`config.mk`:
```
export PLATFORM = sky130hd
export DESIGN_NAME = pc_gen
export DESIGN_NICKNAME = d
export VERILOG_FILES = /design/src/rtl/pc_gen_pkg.sv /design/src/rtl/redirect_buf.sv /design/src/rtl/pc_gen.sv
export SDC_FILE = /design/constraint.sdc
export NUM_CORES = 1
export LEC_CHECK = 0
export BUFFER_PORTS_ARGS = -buffer_cell sky130_fd_sc_hd__buf_2
export CORE_MARGIN = 4
export CORE_UTILIZATION = 51
export DETAILED_ROUTE_END_ITERATION = 10
export GPL_ROUTABILITY_DRIVEN = 1
export HOLD_SLACK_MARGIN = 0.15
export PLACE_DENSITY = 0.84
export SYNTH_ARGS = -nofsm -noshare
export SYNTH_HDL_FRONTEND = slang
export SYNTH_SLANG_ARGS = --single-unit
```
`constraint.sdc`:
```
create_clock -name clk -period 2.3 [get_ports clk]
set_input_delay 0.345 -clock clk [delete_from_list [all_inputs] [get_ports clk]]
set_output_delay 0.345 -clock clk [all_outputs]
set_load 0.03 [all_outputs]
```
`src/rtl/pc_gen_pkg.sv`:
```
// pc_gen_pkg -- shared definitions for the program-counter generator.
//   state_t      : fetch FSM state encoding (IDLE, RUN, HOLD)
//   ChipEnable / ChipDisable : instruction memory chip-enable levels
//   JumpEnable   : asserted level of the redirect request inputs
package pc_gen_pkg;

   typedef enum logic [1:0] {
      S_IDLE = 2'd0,
      S_RUN  = 2'd1,
      S_HOLD = 2'd2
   } state_t;

   localparam logic ChipEnable  = 1'b1;
   localparam logic ChipDisable = 1'b0;
   localparam logic JumpEnable  = 1'b1;

endpackage

```
`src/rtl/redirect_buf.sv`:
```
// redirect_buf -- holds one redirect that arrived while fetch was stalled.
//   clk, rst        : clock, synchronous active-high reset
//   i_clr           : drop the pending entry (it has been consumed)
//   i_exc           : exception redirect to capture (always wins)
//   i_branch        : branch redirect to capture (never displaces an exception)
//   i_exc_addr      : aligned exception vector
//   i_branch_addr   : aligned branch target
//   o_valid         : an entry is pending
//   o_exc           : pending entry is an exception
//   o_target        : pending target address
module redirect_buf
   import pc_gen_pkg::*;
#(
   parameter int ADDR_W = 32
) (
   input  logic              clk,
   input  logic              rst,
   input  logic              i_clr,
   input  logic              i_exc,
   input  logic              i_branch,
   input  logic [ADDR_W-1:0] i_exc_addr,
   input  logic [ADDR_W-1:0] i_branch_addr,
   output logic              o_valid,
   output logic              o_exc,
   output logic [ADDR_W-1:0] o_target
);

   logic              r_valid;
   logic              r_exc;
   logic [ADDR_W-1:0] r_target;

   always_ff @(posedge clk) begin
      if (rst || i_clr) begin
         r_valid  <= 1'b0;
         r_exc    <= 1'b0;
         r_target <= '0;
      end else if (i_exc) begin
         r_valid  <= 1'b1;
         r_exc    <= 1'b1;
         r_target <= i_exc_addr;
      end else if (i_branch && !(r_valid && r_exc)) begin
         // a pending exception is sticky against later branches
         r_valid  <= 1'b1;
         r_exc    <= 1'b0;
         r_target <= i_branch_addr;
      end
   end

   assign o_valid  = r_valid;
   assign o_exc    = r_exc;
   assign o_target = r_target;

endmodule

```
`src/rtl/pc_gen.sv`:
```
// pc_gen -- instruction fetch program-counter generator.
//   clk, rst              : clock, synchronous active-high reset
//   stall_i               : hold PC, downstream not accepting the fetch
//   branch_flag_i         : branch redirect pulse
//   branch_target_addr_i  : branch target, sampled with branch_flag_i
//   exc_flag_i            : exception redirect pulse (to EXC_VEC)
//   pc_o                  : current fetch address
//   ce_o                  : instruction memory chip enable
//   redirect_pending_o    : a redirect is waiting for the stall to drop
module pc_gen
   import pc_gen_pkg::*;
#(
   parameter int                ADDR_W    = 32,
   parameter int                INC       = 1,
   parameter logic [ADDR_W-1:0] RESET_VEC = '0,
   parameter logic [ADDR_W-1:0] EXC_VEC   = ADDR_W'('h20)
) (
   input  logic              clk,
   input  logic              rst,
   input  logic              stall_i,
   input  logic              branch_flag_i,
   input  logic [ADDR_W-1:0] branch_target_addr_i,
   input  logic              exc_flag_i,
   output logic [ADDR_W-1:0] pc_o,
   output logic              ce_o,
   output logic              redirect_pending_o
);

   // INC is a power of two, so INC-1 covers exactly the sub-fetch bits
   localparam logic [ADDR_W-1:0] ALIGN_MASK = ~(ADDR_W'(INC) - ADDR_W'(1));

   state_t            r_state;
   state_t            w_state_nxt;
   logic [ADDR_W-1:0] r_pc;
   logic [ADDR_W-1:0] w_pc_nxt;

   logic              w_exc;
   logic              w_br;
   logic [ADDR_W-1:0] w_exc_addr;
   logic [ADDR_W-1:0] w_br_addr;
   logic              w_buf_exc;
   logic              w_buf_br;
   logic              w_buf_clr;
   logic              w_pend_valid;
   logic              w_pend_exc;
   logic [ADDR_W-1:0] w_pend_target;

   assign w_exc      = (exc_flag_i == JumpEnable);
   assign w_br       = (branch_flag_i == JumpEnable);
   assign w_exc_addr = EXC_VEC & ALIGN_MASK;
   assign w_br_addr  = branch_target_addr_i & ALIGN_MASK;

   redirect_buf #(.ADDR_W(ADDR_W)) u_redirect_buf (
      .clk           (clk),
      .rst           (rst),
      .i_clr         (w_buf_clr),
      .i_exc         (w_buf_exc),
      .i_branch      (w_buf_br),
      .i_exc_addr    (w_exc_addr),
      .i_branch_addr (w_br_addr),
      .o_valid       (w_pend_valid),
      .o_exc         (w_pend_exc),
      .o_target      (w_pend_target)
   );

   always_ff @(posedge clk) begin
      if (rst) begin
         r_state <= S_IDLE;
         r_pc    <= RESET_VEC;
      end else begin
         r_state <= w_state_nxt;
         r_pc    <= w_pc_nxt;
      end
   end

   always_comb begin
      w_state_nxt = r_state;
      w_pc_nxt    = r_pc;
      w_buf_exc   = 1'b0;
      w_buf_br    = 1'b0;
      w_buf_clr   = 1'b0;
      case (r_state)
         S_IDLE: begin
            // redirects and stall are ignored; first fetch is RESET_VEC
            w_state_nxt = S_RUN;
            w_pc_nxt    = RESET_VEC;
         end
         S_RUN: begin
            if (!stall_i) begin
               if (w_exc)     w_pc_nxt = w_exc_addr;
               else if (w_br) w_pc_nxt = w_br_addr;
               else           w_pc_nxt = r_pc + ADDR_W'(INC);
            end else if (w_exc || w_br) begin
               w_buf_exc   = w_exc;
               w_buf_br    = w_br;
               w_state_nxt = S_HOLD;
            end
         end
         S_HOLD: begin
            if (stall_i) begin
               w_buf_exc = w_exc;
               w_buf_br  = w_br;
            end else begin
               w_state_nxt = S_RUN;
               w_buf_clr   = 1'b1;
               // same-cycle requests follow the same precedence as the buffer
               if (w_exc)                     w_pc_nxt = w_exc_addr;
               else if (w_br && !w_pend_exc)  w_pc_nxt = w_br_addr;
               else if (w_pend_valid)         w_pc_nxt = w_pend_target;
            end
         end
         default: w_state_nxt = S_IDLE;
      endcase
   end

   assign pc_o               = r_pc;
   assign ce_o               = (r_state == S_IDLE) ? ChipDisable : ChipEnable;
   assign redirect_pending_o = (r_state == S_HOLD);

endmodule

```
==> results of run 1 <==
==> how the worst min path moves through the flow <==
| stage | start | cells after the start | slack (ns) | end |
|---|---|---|---|---|
| floorplan | u_redirect_buf.o_target[0] | 2 | 0.44 | u_redirect_buf.o_target[0] |
| global placement | u_redirect_buf.o_target[29] | 2 | 0.44 | u_redirect_buf.o_target[29] |
| detailed placement | u_redirect_buf.o_target[29] | 2 | 0.45 | u_redirect_buf.o_target[29] |
| CTS | branch_target_addr_i[17] | 3 | 0.24 | u_redirect_buf.o_target[17] |
| global route | branch_target_addr_i[23] | 3 | 0.25 | u_redirect_buf.o_target[23] |
| finish | branch_target_addr_i[28] | 3 | 0.24 | u_redirect_buf.o_target[28] |
==> cell families (layout without fill, tap and decap cells) <==
group	after synthesis	in the layout	share of synthesized area, %
adders and majority gates	6	6	1.94
AOI/OAI and AO/OA	153	153	26.6
and+or+nand+nor	214	214	26.6
xor gates and xnor gates	11	11	2.49
buffers and inverters	51	145	5.63
DFF	68	68	35.2
muxes	6	6	1.55
==> registers in the layout, indices dropped and copies added (netlist names) <==
| signal | count |
|---|---|
| r_state | 2 |
| u_redirect_buf.o_valid | 1 |
| u_redirect_buf.o_exc | 1 |
| pc_o | 32 |
| u_redirect_buf.o_target | 32 |
==> per-layer routing <==
| metal | vias up | global-route usage (%) | routed length [um] |
|---|---|---|---|
| li1 | 2035 | - | - |
| met1 | 2016 | 36.6 | 5210 |
| met2 | 209 | 46.2 | 5840 |
| met3 | 28 | 4.42 | 1090 |
| met4 | 0 | 10.8 | 234 |
| met5 | - | 0 | 0 |
==> critical path: stages (launching register included) <==
cell	delay, ns
dfxtp_4	0.39
inv_4	0.05
ha_1	0.19
o21a_1	0.21
a311o_2	0.40
and2_1	0.30
buf_4	0.23
a221o_1	0.35
==> repair_timing <==
item / in CTS / in global routing
gates resized for setup: 0 / 1
hold endpoints to repair: 0 / 0
endpoints found under the setup margin: 0 / 3
==> where the power goes <==
part | total [mW] | internal (mW) | switching, mW
Sequential | 1.27 | 1.23 | 0.0437
Combinational | 0.618 | 0.230 | 0.388
Clock | 0.977 | 0.519 | 0.458
Total | 2.87 | 1.98 | 0.890
==> cell usage in the layout, fill, tap and decap left out, drive strengths merged, types with 7 or more instances in the layout <==
cell and count:
nand4 15, o22ai 8, nand2 104, a21oi 56, o21ai 20, inv 19, nand2b 7, and4 8
nor3 13, nand3 16, and3 9, a221o 8, a22oi 15, nor2 20, dfxtp 68, buf 112
clkbuf 10
==> final cells by class <==
| type | count | area (um^2) | area share, % |
|---|---|---|---|
| Clock inverter | 5 | 51.3 | 1.08 |
| Inverter | 18 | 72.6 | 1.53 |
| Timing Repair Buffer | 112 | 666 | 14.0 |
| Multi-Input combinational cell | 390 | 2330 | 49.1 |
| Clock buffer | 10 | 138 | 2.90 |
| Sequential cell | 68 | 1370 | 28.8 |
| Tap cell | 99 | 124 | 2.61 |
==> Yosys cell counts (all sizes together), types with 7 or more instances <==
cell type and instances:
nand3 16, and4 8, dfxtp 68, clkbuf 23
nand2b 7, inv 18, nor3 13, buf 10
o21ai 20, a221o 8, nand2 104, nor2 20
a22oi 15, o22ai 8, and3 9, a21oi 56
nand4 15
==> metrics by stage <==
stage	util (%)	hold WS [ns]
6_report	64.8	0.245
5_1_grt	64.8	0.247
4_1_cts	64.7	0.244
3_5_place_dp	62.1	0.447
3_3_place_gp	62.1	0.442
2_1_floorplan	-	0.436
==> results.md, run 1 <==
* Sink Count at 68
* Synth Net Count at 552
* Vias at roughly 4300
* Die span in y at 95.1 um
* Crit Path Class: flop to flop
* CTS Buf Count at 9
* Unrepaired setup endpoints after global routing: no
* Diode count at 0
* Setup_tns at 0 ns
* Reg2reg end: pc_o[10]
* I/O pin cnt at 71
* # rows at 31
* I/O Buffers at 70
* Placer Congestion at between 0.9 and 1
* Leakage at 1.91 nW
* Arrival @ worst endpoint at 2.47 ns
* Final HPWL DP at 9010 um
* Worst R2R Path Depth at 7
* Worst rel slew slack at roughly three fifths
* Final Instance Area at roughly 4700 um^2
* Placed cell count at 687
* Tmin final at 2.23 ns
* Chip width at 95.1 um
* Largest net degree at the start of global routing at 33
* GR Util All Layers at 28.0%
* Core area at 7330 um^2
* Post-Syn Area at 3870 um^2
* Pwr dens at a little over 600 nW/um^2
* Post-route setup slack at around 0.066 ns
* WL final at 12400 um
* Hold Crit Class: primary input to flop
* Synth area leader: dfxtp_1
* Final Setup Violations at 0
* Worst slack, placed at 0.0777 ns
* Startpoint types: flop
* Register area share after synthesis at 35.2%
* DR iter-0 viols at 379
* DRC viols at 0
* Area Overhead vs Synth at 22.7%
* Worst-case clock skew at 0.0106 ns
* Worst Tran Pin Value at approximately 0.57 ns
* Post-synth top area share at 35.2%
* Critical path capture point type: flop
* Initial DRT Pass Iterations at 5
* Clock Path Buffers at 2
* CP Capture Point: pc_o[10]
* # fillers at 656
* Avg Cell Area, Syn at 7.60 um^2
* Synth warn at 0
* Mapped Cells at 509
* Clock transition at the registers of the reported paths at ~0.070 ns
* Initial Util at between 50 and 60%
* Initial antenna violation count at 0
* Layout net count at 642
* H-tree depth at 3
* Period utilisation layout at 97.1%
* CTS tree: yes
* R2R Setup Slk at 0.07 ns
* Vias/cell at 6.11
* Final Power at 2.87 mW
* Postcts setup bufs at 0
* Synth area leaders: dfxtp_1, nand2_1, a21oi_1
* Hold buffers post-CTS at 0
* Die area at 9050 um^2
* VDD IR max at 439 uV
* Max FO, Critical Path at 10
* Asr flop ratio synth at 0%
* Status: completed
* Fin cells at 702
* Routed Antenna Nets at 0
* Reg-to-Reg Start: r_state[1]
* Netlist cell types at 59
* Drt wl/cell at 17.6 um
* Global-route wire length before repair at slightly below 20000 um
* Number of flops mapped to enable cells by yosys at 0
* Vias in the first global route at approximately 4000
* CP Launch Point: r_state[1]
* Dominant synthesized flop cell: dfxtp_1
* GRT Residual Overflow at 0
* Placed inst area at 4560 um^2
* CP required at 2.53 ns
* Seq cells post-synth at 68
* Final hold vios at 0
* Final slew viol count at 0
* Worst-Skew Late Latency at 0.34 ns
* CTS Root Cell: clkbuf_8
* Share of cells above drive strength 1 at 24.0%
* Fmax at about 450 MHz
* Maxcap violations at 0
No activity file was read; power rests on OpenSTA's default activity.
==> run 2: changes to the inputs <==
Settings changed: RECOVER_POWER set to 100, TNS_END_PERCENT set to 50.
Clock period 2.3 ns to 2 ns, I/O delays scaled along.
==> results.md, run 2 (synthesis results as in run 1) <==
* Die area at 9050 um^2 (unchanged)
* H-tree depth at 3 (unchanged)
* Cell family with most CP delay: simple AND/OR/NAND/NOR gates
* I/O pin cnt at 71 (unchanged)
* Global-route wire length before repair at 20900 um (+5.0%)
* Hold Crit Class: primary input to flop
* Worst Hold Slack at 0.194 ns (-0.0512 ns)
* Final hold vios at 0 (unchanged)
* Violated checks: setup timing
* Largest net degree at the start of global routing at 32 (-3.0%)
* Initial antenna violation count at 0 (unchanged)
* # fillers at 629 (-4.1%)
* Initial DRT Pass Iterations at 6 (+1)
* VDD IR max at 610 uV (+39%)
* Startpoint types: flop
* Critical path capture point type: flop
* Sink Count at 68 (unchanged)
* Hold buffers post-CTS at 0 (unchanged)
* Worst Tran Pin Value at 0.572 ns (+0.00300 ns)
* Fmax at 452 MHz (+0.90%)
* Vias/cell at 6.13 (+0.28%)
* CTS Root Cell: clkbuf_8
* Clock transition at the registers of the reported paths at 0.07 ns (about the same)
* Initial Util at 52.8% (unchanged)
* Vias at 4490 (+4.7%)
* Commonest non-fill, non-tap cell in the layout: nand2_1
* GRT Residual Overflow at 0 (unchanged)
* Die span in y at 95.1 um (unchanged)
* Status: finished, violations left
* Bufs and invs on worst path at 4 (+2)
* Leakage at 1.96 nW (+2.8%)
* CTS tree: yes
* Area Overhead vs Synth at 32.6%
* Final HPWL DP at 9430 um (+4.7%)
* Most frequent cells in the layout: nand2_1, dfxtp_1, buf_4
* Final Instance Area at 5130 um^2 (+8.0%)
* DR iter-0 viols at 465 (+23%)
* Share of cells above drive strength 1 at 24.6% (+0.56 points)
* Vias in the first global route at 4202 (+2.5%)
* Worst rel slew slack at 61.9% (about the same)
* # rows at 31 (unchanged)
* Arrival @ worst endpoint at 2.48 ns (about the same)
* Placed inst area at 4800 um^2 (+5.4%)
* Final slew viol count at 0 (unchanged)
* Diode count at 0 (unchanged)
* Pwr dens at 704 nW/um^2 (+17%)
* Chip width at 95.1 um (unchanged)
* Tmin final at 2.21 ns (-0.0200 ns)
* Period utilisation layout at 111% (+14 points)
* Drt wl/cell at 18.4 um (+4.5%)
* Clock Path Buffers at 2 (unchanged)
* Maxcap violations at 0 (unchanged)
* I/O Buffers at 70 (unchanged)
* WL final at 13500 um (+9.2%)
* Placed cell count at 713 (+3.8%)
* Critical Path Slowest Stage Cell: or4_4
* Largest stage delay, worst path at 0.51 ns (+0.11 ns)
* Core area at 7330 um^2 (unchanged)
* Worst-case clock skew at 0.00810 ns (-0.00245 ns)
* Layout net count at 672 (+4.7%)
* GR Util All Layers at 29.8% (+1.8 points)
* Unrepaired setup endpoints after global routing: yes
* Placer Congestion at 0.954 (+1.3%)
* Routed Antenna Nets at 0 (unchanged)
* Post-route setup slack at -0.214 ns (-0.280 ns)
* Finished Core Util at 70.0% (+5.2 points)
* Sequence of cells on the critical path: inv_4 > ha_4 > inv_2 > or4_4 > buf_4 > nor3_4 > buf_6 > a21oi_1 > o22ai_1
* Max FO, Critical Path at 5 (-5)
* CTS Buf Count at 9 (unchanged)
* Final Setup Violations at 28 (+28)
* Fin cells at 733 (+4.4%)
* Worst-Skew Late Latency at 0.35 ns (about the same)
* Crit Path Class: flop to flop
* CP required at 2.27 ns (-0.26 ns)
* DRC viols at 0 (unchanged)
## run 2: changes by cell type in the layout (fill, tap and decap cells not counted), sizes merged
cell	before	now
buf	112	105
inv	19	18
clkbuf	10	51
clkinv	3	0
clkinvlp	0	1
## run 2: through the flow
| step | total power, mW | TNS, ns | setup slack (ns) |
|---|---|---|---|
| final | 3.61 | -2.79 | -0.214 |
| after CTS | 3.57 | -2.17 | -0.137 |
| after global placement | 2.24 | -2.54 | -0.179 |
| after floorplan | 1.93 | -3.55 | -0.277 |
| after detailed placement | 2.27 | -4.51 | -0.234 |
| after global routing | 3.73 | -4.38 | -0.269 |
## run 2: repair_timing
item,4_1_cts,5_1_grt
pin swaps,2,4
gates cloned,1,1
setup buffers,1,1
endpoints found under the hold margin,0,0
endpoints found under the setup margin,28,28
resized for setup,18,9
## run 2: power breakdown
| group | leakage [nW] | switching, mW | internal (mW) | total [mW] |
|---|---|---|---|---|
| registers | 0.552 | 0.0499 | 1.41 | 1.46 |
| logic | 1.30 | 0.501 | 0.347 | 0.848 |
| clock network | 0.114 | 0.546 | 0.755 | 1.30 |
## run 2: worst paths after layout
check / start / endpoint / slack (ns) / cells past startpoint
worst max-delay path: r_state[1] / pc_o[15] / -0.21 / 9
worst max register to register: r_state[1] / pc_o[15] / -0.21 / 9
worst min-delay path: branch_target_addr_i[22] / u_redirect_buf.o_target[22] / 0.19 / 3
worst min register to register: u_redirect_buf.o_target[27] / u_redirect_buf.o_target[27] / 0.46 / 2
## run 2: tightest hold or removal path, delay by kind of cell
| family | cells | cell delay [ns] |
|---|---|---|
| buf+inv | 1 | 0.11 |
| compound gates | 1 | 0.05 |
| simple gates | 1 | 0.05 |
## run 2: layer usage
layer  GRT usage (%)  up-vias  routed length, um
met1            38.6     2105               5560
met5               0        -                  0
met2            49.1      246               6350
met3            4.50       35               1310
li1                -     2104                  -
met4            12.6        0                286
## run 2: layout make-up
cell class                      count  area, um^2  share of cell area (%)
Clock buffer                       14         194                    3.78
Clock inverter                      2        37.5                   0.732
Inverter                           18        72.6                    1.41
Multi-Input combinational cell    390        2420                    47.3
Sequential cell                    68        1370                    26.7
Tap cell                           99         124                    2.41
Timing Repair Buffer              142         907                    17.7
==> run 3: changes to the inputs <==
Settings changed: CORE_ASPECT_RATIO set to 1.5.
==> results.md, run 3 (synthesis results as in run 1) <==
* Vias at 4556 (+1.5%)
* Drt wl/cell at 18.3 um (-0.87%)
* Tmin final at 2.12 ns (-0.0964 ns)
* Layout net count at 675 (+0.45%)
* VDD IR max at 542 uV (-11%)
* H-tree depth at 3 (unchanged)
* GRT Residual Overflow at 0 (unchanged)
* Die span in y at 115 um (+21%)
* I/O Buffers at 70 (unchanged)
* Placed inst area at 4790 um^2 (-0.23%)
* Final slew viol count at 0 (unchanged)
* Final hold vios at 0 (unchanged)
* Diode count at 0 (unchanged)
* Commonest non-fill, non-tap cell in the layout: nand2_1
* Setup_tns at -1.62 ns (+1.16 ns)
* Crit Path Class: flop to flop
* Final Setup Violations at 24 (-14%)
* Core area at 7320 um^2 (-0.12%)
* Status: finished, violations left
* I/O pin cnt at 71 (unchanged)
* Period utilisation layout at 106% (-4.8 points)
* Clock Path Buffers at 2 (unchanged)
* Die area at 9070 um^2 (+0.32%)
* Post-route setup slack at -0.117 ns (+0.0964 ns)
* Worst-case clock skew at 0.00931 ns (+0.00120 ns)
* Unrepaired setup endpoints after global routing: yes
* Fmax at 472 MHz (+4.6%)
* Largest net degree at the start of global routing at 35 (+9.4%)
* Share of cells above drive strength 1 at 25.7% (+1.1 points)
* Placer Congestion at 0.977 (+2.4%)
* Routed Antenna Nets at 0 (unchanged)
* Most frequent cells in the layout: nand2_1, buf_4, dfxtp_1
* Worst-Skew Late Latency at 0.37 ns (+0.02 ns)
* CP required at 2.29 ns (+0.02 ns)
* Worst Tran Pin Value at 0.738 ns (+0.167 ns)
* Worst rel slew slack at 50.8% (-11 points)
* CTS Root Cell: clkbuf_8
* Final HPWL DP at 9580 um (+1.6%)
* Area Overhead vs Synth at 33.4%
* Hold Crit Class: primary input to flop
* Chip width at 79.1 um (-17%)
* Max FO, Critical Path at 5 (unchanged)
* Initial antenna violation count at 0 (unchanged)
* Initial Util at 52.9% (+0.063 points)
* Clock transition at the registers of the reported paths at 0.08 ns (about the same)
* Leakage at 1.97 nW (+0.68%)
* DR iter-0 viols at 392 (-16%)
* Startpoint types: flop
* Global-route wire length before repair at 21300 um (+1.9%)
* Sink Count at 68 (unchanged)
* CTS Buf Count at 9 (unchanged)
* WL final at 13500 um (-0.33%)
* Final Instance Area at 5160 um^2 (+0.61%)
* Initial DRT Pass Iterations at 7 (+1)
* Maxcap violations at 0 (unchanged)
* Critical path capture point type: flop
* DRC viols at 0 (unchanged)
* Vias in the first global route at 4407 (+4.9%)
* Vias/cell at 6.18 (+0.92%)
* Violated checks: setup timing
* Arrival @ worst endpoint at 2.41 ns (-0.07 ns)
* Pwr dens at 710 nW/um^2 (+0.84%)
* CTS tree: yes
* # rows at 38 (+23%)
* GR Util All Layers at 30.1% (+0.32 points)
run 3: final timing paths:
kind | startpoint | to | slack [ns] | cells after the start
hold reg to reg | u_redirect_buf.o_target[9] | u_redirect_buf.o_target[9] | 0.46 | 2
setup / recovery | r_state[1] | pc_o[14] | -0.12 | 8
hold / removal | branch_target_addr_i[25] | u_redirect_buf.o_target[25] | 0.18 | 3
setup reg to reg | r_state[1] | pc_o[14] | -0.12 | 8
run 3: per-layer routing:
metal  vias up  track usage, %  wire, um
li1       2105               -         -
met1      2141            34.8      4990
met2       255            50.7      6840
met3        55            4.80      1050
met4         0            19.6       586
met5         -               0         0
run 3: report_power, final:
part | total, mW | leakage [nW] | switching (mW) | internal [mW]
clock network | 1.35 | 0.120 | 0.545 | 0.806
registers | 1.46 | 0.552 | 0.0512 | 1.41
logic | 0.849 | 1.30 | 0.507 | 0.342
total | 3.66 | 1.97 | 1.10 | 2.56
run 3: repair_timing:
| action | 4_1_cts | 5_1_grt |
|---|---|---|
| endpoints found under the setup margin | 28 | 32 |
| cloned | 2 | 0 |
| gates resized for setup | 18 | 17 |
| hold endpoints to repair | 0 | 0 |
| buffers inserted | 2 | 3 |
| pin swaps | 5 | 10 |
| hold buffers | 0 | 0 |
run 3: area by class of cell:
class | count | area (um^2)
Clock buffer | 13 | 169
Clock inverter | 3 | 66.3
Fill cell | 593 | 2160
Inverter | 18 | 72.6
Multi-Input combinational cell | 391 | 2460
Sequential cell | 68 | 1370
Tap cell | 100 | 125
Timing Repair Buffer | 144 | 896
run 3: worst max-delay path, stage by stage (launching register included):
cell	delay [ns]
dfxtp_4	0.39
inv_4	0.06
ha_4	0.16
o21a_1	0.19
buf_4	0.13
a311o_2	0.37
nor2_2	0.12
or4b_4	0.46
a31oi_1	0.16
run 3: through the flow:
| step | power (mW) | util (%) | cells | hold slack, ns | setup slack (ns) |
|---|---|---|---|---|---|
| 6_report | 3.66 | 70.5 | 737 | 0.175 | -0.117 |
| 2_1_floorplan | 1.93 | - | 509 | 0.436 | -0.277 |
| 4_1_cts | 3.63 | 69.7 | 734 | 0.168 | -0.116 |
| 3_5_place_dp | 2.26 | 65.4 | 714 | 0.450 | -0.239 |
| 3_3_place_gp | 2.23 | 65.4 | 714 | 0.442 | -0.176 |
| 5_1_grt | 3.79 | 70.5 | 737 | 0.187 | -0.172 |
